`config.mk`:
```
export PLATFORM = sky130hd
export DESIGN_NAME = uart_cmd_parser
export DESIGN_NICKNAME = d
export VERILOG_FILES = /design/src/rtl/motor_cmd_pkg.sv /design/src/rtl/byte_timeout_timer.sv /design/src/rtl/uart_cmd_parser.sv
export SDC_FILE = /design/constraint.sdc
export NUM_CORES = 1
export LEC_CHECK = 0
export ABC_AREA = 0
export CAP_MARGIN = 20
export CORE_ASPECT_RATIO = 0.6
export CORE_MARGIN = 1
export CORE_UTILIZATION = 52
export DETAILED_ROUTE_END_ITERATION = 8
export PLACE_DENSITY = 0.76
export SLEW_MARGIN = 30
export SYNTH_ARGS = -nofsm -noshare
export SYNTH_HDL_FRONTEND = slang
export SYNTH_SLANG_ARGS = --single-unit
```
`constraint.sdc`:
```
create_clock -name clk -period 1.8 [get_ports clk]
set_input_delay 0.45 -clock clk [delete_from_list [all_inputs] [get_ports clk]]
set_output_delay 0.45 -clock clk [all_outputs]
set_load 0.1 [all_outputs]
```
`src/rtl/motor_cmd_pkg.sv`:
```
// Constants shared by the UART command framer and the motor control logic.
// Holds the frame header, opcodes, parser state encodings and CMD field positions.
package motor_cmd_pkg;

  localparam logic [7:0] HDR_BYTE = 8'h55;

  localparam logic [1:0] OP_STOP  = 2'b00;
  localparam logic [1:0] OP_FWD   = 2'b01;
  localparam logic [1:0] OP_REV   = 2'b10;
  localparam logic [1:0] OP_BRAKE = 2'b11;

  localparam logic [1:0] S_HDR  = 2'd0;
  localparam logic [1:0] S_CMD  = 2'd1;
  localparam logic [1:0] S_DUTY = 2'd2;
  localparam logic [1:0] S_CSUM = 2'd3;

  localparam int CMD_MOTOR_BIT = 4;
  localparam int CMD_OP_MSB    = 1;
  localparam int CMD_OP_LSB    = 0;

endpackage

```
`src/rtl/byte_timeout_timer.sv`:
```
// Inter-byte idle counter: counts enabled idle cycles and flags expiry
// when the count reaches TIMEOUT_CYCLES in a cycle with no clear.
module byte_timeout_timer #(
  parameter int unsigned TIMEOUT_CYCLES = 49152
) (
  input  logic clk,
  input  logic reset,
  input  logic clear,
  input  logic enable,
  output logic expire
);

  localparam int CW = $clog2(TIMEOUT_CYCLES + 1);
  localparam logic [CW-1:0] LIMIT = CW'(TIMEOUT_CYCLES);

  logic [CW-1:0] count_q, count_d;

  // Saturates at LIMIT so a parked counter never wraps into a false restart.
  always_comb begin
    count_d = count_q;
    if (clear || !enable) begin
      count_d = '0;
    end else if (count_q != LIMIT) begin
      count_d = count_q + CW'(1);
    end
  end

  assign expire = enable && !clear && (count_q == LIMIT);

  always_ff @(posedge clk) begin
    if (reset) begin
      count_q <= '0;
    end else begin
      count_q <= count_d;
    end
  end

endmodule

```
`src/rtl/uart_cmd_parser.sv`:
```
// Frames UART bytes into motor commands (0x55, CMD, DUTY[, CSUM]) with timeout detection.
// Define CMD_PARSER_CSUM_EN to enable the trailing checksum byte.
module uart_cmd_parser
  import motor_cmd_pkg::*;
#(
  parameter int unsigned TIMEOUT_CYCLES = 49152,
  parameter logic [7:0]  DUTY_MAX       = 8'd250
) (
  input  logic       clk,
  input  logic       reset,
  input  logic [7:0] RxData,
  input  logic       Rx_Done_Sig,
  output logic       Cmd_Valid_Sig,
  output logic       Cmd_Motor,
  output logic [1:0] Cmd_Op,
  output logic [7:0] Cmd_Duty,
  output logic       Frame_Err_Sig,
  output logic [7:0] Err_Count
);

  logic [1:0] state_q, state_d;
  logic       pend_motor_q, pend_motor_d;
  logic [1:0] pend_op_q, pend_op_d;
  logic       cmd_valid_q, cmd_valid_d;
  logic       cmd_motor_q, cmd_motor_d;
  logic [1:0] cmd_op_q, cmd_op_d;
  logic [7:0] cmd_duty_q, cmd_duty_d;
  logic       frame_err_q, frame_err_d;
  logic [7:0] err_count_q, err_count_d;
`ifdef CMD_PARSER_CSUM_EN
  logic [7:0] pend_duty_q, pend_duty_d;
  logic [7:0] sum_q, sum_d;
`endif

  logic       expire;
  logic       commit;
  logic       fail;
  logic [7:0] commit_duty;

  byte_timeout_timer #(
    .TIMEOUT_CYCLES(TIMEOUT_CYCLES)
  ) u_timer (
    .clk   (clk),
    .reset (reset),
    .clear (Rx_Done_Sig),
    .enable(state_q != S_HDR),
    .expire(expire)
  );

  // NOTE: every variable gets a default before any branch so no latch is inferred.
  always_comb begin
    state_d      = state_q;
    pend_motor_d = pend_motor_q;
    pend_op_d    = pend_op_q;
    cmd_valid_d  = 1'b0;
    cmd_motor_d  = cmd_motor_q;
    cmd_op_d     = cmd_op_q;
    cmd_duty_d   = cmd_duty_q;
    frame_err_d  = 1'b0;
    err_count_d  = err_count_q;
    commit       = 1'b0;
    fail         = 1'b0;
`ifdef CMD_PARSER_CSUM_EN
    pend_duty_d  = pend_duty_q;
    sum_d        = sum_q;
    commit_duty  = pend_duty_q;
`else
    commit_duty  = RxData;
`endif

    // A byte in the expiry cycle takes priority over the timeout.
    if (Rx_Done_Sig) begin
      case (state_q)
        S_HDR: begin
          if (RxData == HDR_BYTE) state_d = S_CMD;
        end
        S_CMD: begin
          pend_motor_d = RxData[CMD_MOTOR_BIT];
          pend_op_d    = RxData[CMD_OP_MSB:CMD_OP_LSB];
`ifdef CMD_PARSER_CSUM_EN
          sum_d        = RxData;
`endif
          state_d      = S_DUTY;
        end
        S_DUTY: begin
`ifdef CMD_PARSER_CSUM_EN
          pend_duty_d = RxData;
          sum_d       = sum_q + RxData;
          state_d     = S_CSUM;
`else
          commit      = 1'b1;
          state_d     = S_HDR;
`endif
        end
`ifdef CMD_PARSER_CSUM_EN
        S_CSUM: begin
          if (RxData == sum_q) commit = 1'b1;
          else                 fail   = 1'b1;
          state_d = S_HDR;
        end
`endif
        default: state_d = S_HDR;
      endcase
    end else if (expire) begin
      fail    = 1'b1;
      state_d = S_HDR;
    end

    if (commit) begin
      cmd_valid_d = 1'b1;
      cmd_motor_d = pend_motor_q;
      cmd_op_d    = pend_op_q;
      cmd_duty_d  = (commit_duty > DUTY_MAX) ? DUTY_MAX : commit_duty;
    end

    if (fail) begin
      frame_err_d = 1'b1;
      if (err_count_q != 8'hFF) err_count_d = err_count_q + 8'd1;
    end
  end

  // NOTE: sequential state uses non-blocking assignments only.
  always_ff @(posedge clk) begin
    if (reset) begin
      state_q      <= S_HDR;
      pend_motor_q <= 1'b0;
      pend_op_q    <= OP_STOP;
      cmd_valid_q  <= 1'b0;
      cmd_motor_q  <= 1'b0;
      cmd_op_q     <= OP_STOP;
      cmd_duty_q   <= 8'd0;
      frame_err_q  <= 1'b0;
      err_count_q  <= 8'd0;
`ifdef CMD_PARSER_CSUM_EN
      pend_duty_q  <= 8'd0;
      sum_q        <= 8'd0;
`endif
    end else begin
      state_q      <= state_d;
      pend_motor_q <= pend_motor_d;
      pend_op_q    <= pend_op_d;
      cmd_valid_q  <= cmd_valid_d;
      cmd_motor_q  <= cmd_motor_d;
      cmd_op_q     <= cmd_op_d;
      cmd_duty_q   <= cmd_duty_d;
      frame_err_q  <= frame_err_d;
      err_count_q  <= err_count_d;
`ifdef CMD_PARSER_CSUM_EN
      pend_duty_q  <= pend_duty_d;
      sum_q        <= sum_d;
`endif
    end
  end

  assign Cmd_Valid_Sig = cmd_valid_q;
  assign Cmd_Motor     = cmd_motor_q;
  assign Cmd_Op        = cmd_op_q;
  assign Cmd_Duty      = cmd_duty_q;
  assign Frame_Err_Sig = frame_err_q;
  assign Err_Count     = err_count_q;

endmodule

```
==> results list <==
* Run status: finished, violations left
- The final reports fail on setup timing.
- DP Wirelength: 3.54 mm
- Synthesis-to-finish area growth: 48.4%
- Yosys mapped the design onto 41 distinct sky130hd cell types.
- Pin count of the biggest net entering global routing: 18
- Hold WC Path Type: reg2reg
- Global-route wire length before repair: 8.40 mm
* Total of fill cells in the finished design: 188
* Highest clock frequency the design can meet: 550 MHz
* Clock transition time at the flip-flop clock pins of the worst setup and hold paths: 80 ps
* Final Wtd Congestion: 0.862
* Clk_lat worst skew: 300 ps
* Normalized max-slew margin: 0.593
- On the critical path, the stage with the largest delay is an instance of sky130_fd_sc_hd__or4_4.
- Once routing completed, OpenROAD measured the worst setup slack at -17.9 ps.
* Peak supply drop: 0.559 mV
- Together, buffers and inverters on the worst path number 1.
- Final Cell Area: 2780 um2
- Crit-path max cell delay: 570 ps
- Core Rows: 16
* Top cells by area in the synthesized netlist: sky130_fd_sc_hd__dfxtp_1, sky130_fd_sc_hd__a21oi_1, sky130_fd_sc_hd__nand2_1
* Count of routing violations after the opening detailed-route iteration: 165
* Setup repair after global routing missed its margin: yes
* Post-Synthesis Cell Area: 1880 um2
- The tree built by TritonCTS fans out to 42 sinks.
* Library cell occupying the most area in the post-synthesis netlist: sky130_fd_sc_hd__dfxtp_1
- Cell chain of the critical path: inv_4 > ha_4 > and4bb_2 > nand4_4 > or4_4 > a21oi_2
- Global routing finished with a remaining overflow of 0.
- Cells after Synth: 215
- 32 I/O pins were placed.
- Routed via count divided by cell count: 6.05
- No sink is reached through more buffers than the 2 on the longest clock path.
- Input and output buffers added on the ports amount to 31.
* Non-filler cells, final: 314
* Post-placement cell count: 303
* Share of the cycle needed by the critical path after routing: 1.01
- Clock skew: 10.1 ps
* Number of nets in the final layout: 282
- Across every metal layer, demand over resource in global routing totals 0.287.
- Dpl cell area: 2590 um2
- Starting density of the core: 0.561
- In the routed design, unresolved DRC markers number 0.
- In the final layout, the multi-input gates occupy 1040 um2.
- Syn_nets: 229
* Share of post-route cells with drive strength above 1: 0.309
- Total power density per cell area: 584 nW/um2
- The worst setup path is launched from a flop.
* Number of hold-slack violations in the final timing report: 0
- Total Die Area: 3860 um2
- First-pass iteration count of the detailed router: 4
- Cell at the root of the clock tree: sky130_fd_sc_hd__clkbuf_8
- CTS built an H-tree with a depth of 2.
* Total leakage power: 0.00101 uW
- Critical Path End Type: flop
* Storage cell area: 868 um2
* Hold Buf Count CTS: 0
- The initial antenna violation count is 0.
- The share of synthesized area in the top cell type comes to 0.448.
* TritonCTS clock tree: yes
* Kind of critical path: reg2reg
* Routed via count: 1,899
- Worst Max-Slew Pin Slew: 606 ps
* Worst Path Max Fanout: 5
- Yosys printed 0 warnings.
- Of the synthesized area, sequential elements account for 0.448.
- In the global route stage, met3 resource usage came out at 0.0660.
- Met1 Use GR: 0.403
* Die H: 48.5 um
* Placeable core area: 3340 um2
- GRT busiest layer: met2
- The floorplan step set the die width to 79.5 um.
- In this design, the largest share of critical-path delay is due to simple AND/OR/NAND/NOR gates.
- Number of violations of the max-capacitance limit: 0
- The via count of the first global-routing pass was 1,713.
- CP arrival: 2050 ps
* Number of flip-flops and latches in the synthesized netlist: 42
* Met2 track demand over resource: 0.432
- Final period demand of the worst path: 1820 ps
- Once detail routing completed, the nets flagged for antenna violations numbered 0.
* Antenna cell count: 0
- Setup Viol. Count Final: 4
* Clock buffer count from CTS: 5
* Detailed-route wire length per cell: 17.9 um
- The number of max-slew violations in the final report was 0.
- A synthesized cell averages 8.72 um2.
- The routed design has 5.62 mm of wire.
- At the worst endpoint, the required time is 2040 ps.
## placed cells by master (no fill, tap or decap), types with 2 or more instances in the layout
cell type,count
sky130_fd_sc_hd__xnor2_1,2
sky130_fd_sc_hd__or4_4,3
sky130_fd_sc_hd__o21bai_1,2
sky130_fd_sc_hd__buf_4,22
sky130_fd_sc_hd__a21oi_2,3
sky130_fd_sc_hd__nand4_1,6
sky130_fd_sc_hd__nor3_1,5
sky130_fd_sc_hd__dfxtp_1,30
sky130_fd_sc_hd__nand3b_1,3
sky130_fd_sc_hd__o21ai_0,6
sky130_fd_sc_hd__clkbuf_8,6
sky130_fd_sc_hd__a21oi_1,19
sky130_fd_sc_hd__o31ai_1,2
sky130_fd_sc_hd__nor2_1,23
sky130_fd_sc_hd__nor4_4,2
sky130_fd_sc_hd__dfxtp_4,5
sky130_fd_sc_hd__xor2_1,8
sky130_fd_sc_hd__nand3_1,10
sky130_fd_sc_hd__nor4_1,2
sky130_fd_sc_hd__buf_12,21
sky130_fd_sc_hd__or3_1,6
sky130_fd_sc_hd__and4_1,3
sky130_fd_sc_hd__dfxtp_2,7
sky130_fd_sc_hd__mux2i_1,4
sky130_fd_sc_hd__ha_1,2
sky130_fd_sc_hd__clkdlybuf4s50_1,9
sky130_fd_sc_hd__nand2_1,24
sky130_fd_sc_hd__inv_1,6
## where the power goes
| part | switching (uW) | internal [uW] |
|---|---|---|
| combinational | 29.9 | 35.5 |
| sequential | 0.154 | 920 |
| clock | 329 | 310 |
| total | 359 | 1270 |
## kinds of logic (layout without fill, tap and decap cells)
group,count (synthesis),in the layout,synth area share
adders and majority gates,3,3,0.0200
and+or+nand+nor,98,99,0.297
buffers and inverters,17,70,0.0347
DFF,42,42,0.448
xor gates and xnor gates,10,10,0.0467
muxes,5,5,0.0274
AOI/OAI and AO/OA,40,40,0.126
## through the flow
stage                     total power (uW)  setup slack (ps)  TNS [ps]  utilization  hold slack [ps]
after global routing                  1670             -65.7      -380        0.833              505
final                                 1620             -17.9     -62.9        0.833              487
after CTS                             1610              7.89         0        0.813              487
after detailed placement              1010              -466     -5590        0.775              475
after floorplan                        962              98.3         0            -              432
after global placement                1010              -430     -4320        0.775              446
## layer usage
layer	up-vias	wire length [um]
met1	902	2480
met2	107	2610
met4	0	126
met3	19	408
met5	-	0
li1	871	-
## state kept, by name, indices dropped and copies added (netlist names)
signal / count
Cmd_Duty: 8
Cmd_Motor: 1
Cmd_Op: 2
Cmd_Valid_Sig: 1
Err_Count: 8
Frame_Err_Sig: 1
pend_motor_q: 1
pend_op_q: 2
state_q: 2
u_timer.count_q: 16
## worst paths after layout
check	from	to	slack, ps	cells after the start
worst max-delay path	u_timer.count_q[0]	Err_Count[3]	-20	6
worst min-delay path	pend_motor_q	Cmd_Motor	490	2
worst max register to register	u_timer.count_q[0]	Err_Count[3]	-20	6
worst min register to register	pend_motor_q	Cmd_Motor	490	2
## area by class of cell
cell class | count | area share
clock buffers | 7 | 0.0310
clock inverters | 1 | 0.00180
inverters | 8 | 0.0117
multi-input cells | 157 | 0.373
flip-flops and latches | 42 | 0.312
well taps | 45 | 0.0202
repair buffers | 54 | 0.250
## cell usage after synthesis (all sizes together)
master / instances
a211oi: 1
a21oi: 22
a2bb2oi: 1
a311oi: 1
a31oi: 1
and2: 1
and3: 1
and3b: 1
and4: 3
and4bb: 1
buf: 1
clkbuf: 8
dfxtp: 42
ha: 3
inv: 8
mux2: 1
mux2i: 4
nand2: 24
nand2b: 1
nand3: 10
nand3b: 3
nand4: 7
nor2: 23
nor3: 5
nor4: 4
nor4b: 1
o2111a: 1
o211ai: 1
o21ai: 6
o21bai: 2
o31a: 1
o31ai: 3
or2: 2
or3: 6
or4: 3
or4b: 1
or4bb: 1
xnor2: 2
xor2: 8
## repair_timing
item | CTS | global route
setup endpoints to repair | 7 | 8
cloned | 1 | 0
setup buffers | 0 | 2
pin swaps | 3 | 6
hold endpoints to repair | 0 | 0
resized for setup | 5 | 18
## worst register-to-register path: cells and delay by family, from the launching register on
kind / cells / cell delay, ps
adders and majority gates: 1 / 110
AOI/OAI and AO/OA: 1 / 130
and+or+nand+nor: 3 / 1060
buffers and inverters: 1 / 70
DFF: 1 / 370
No activity file was read; power rests on OpenSTA's default activity.
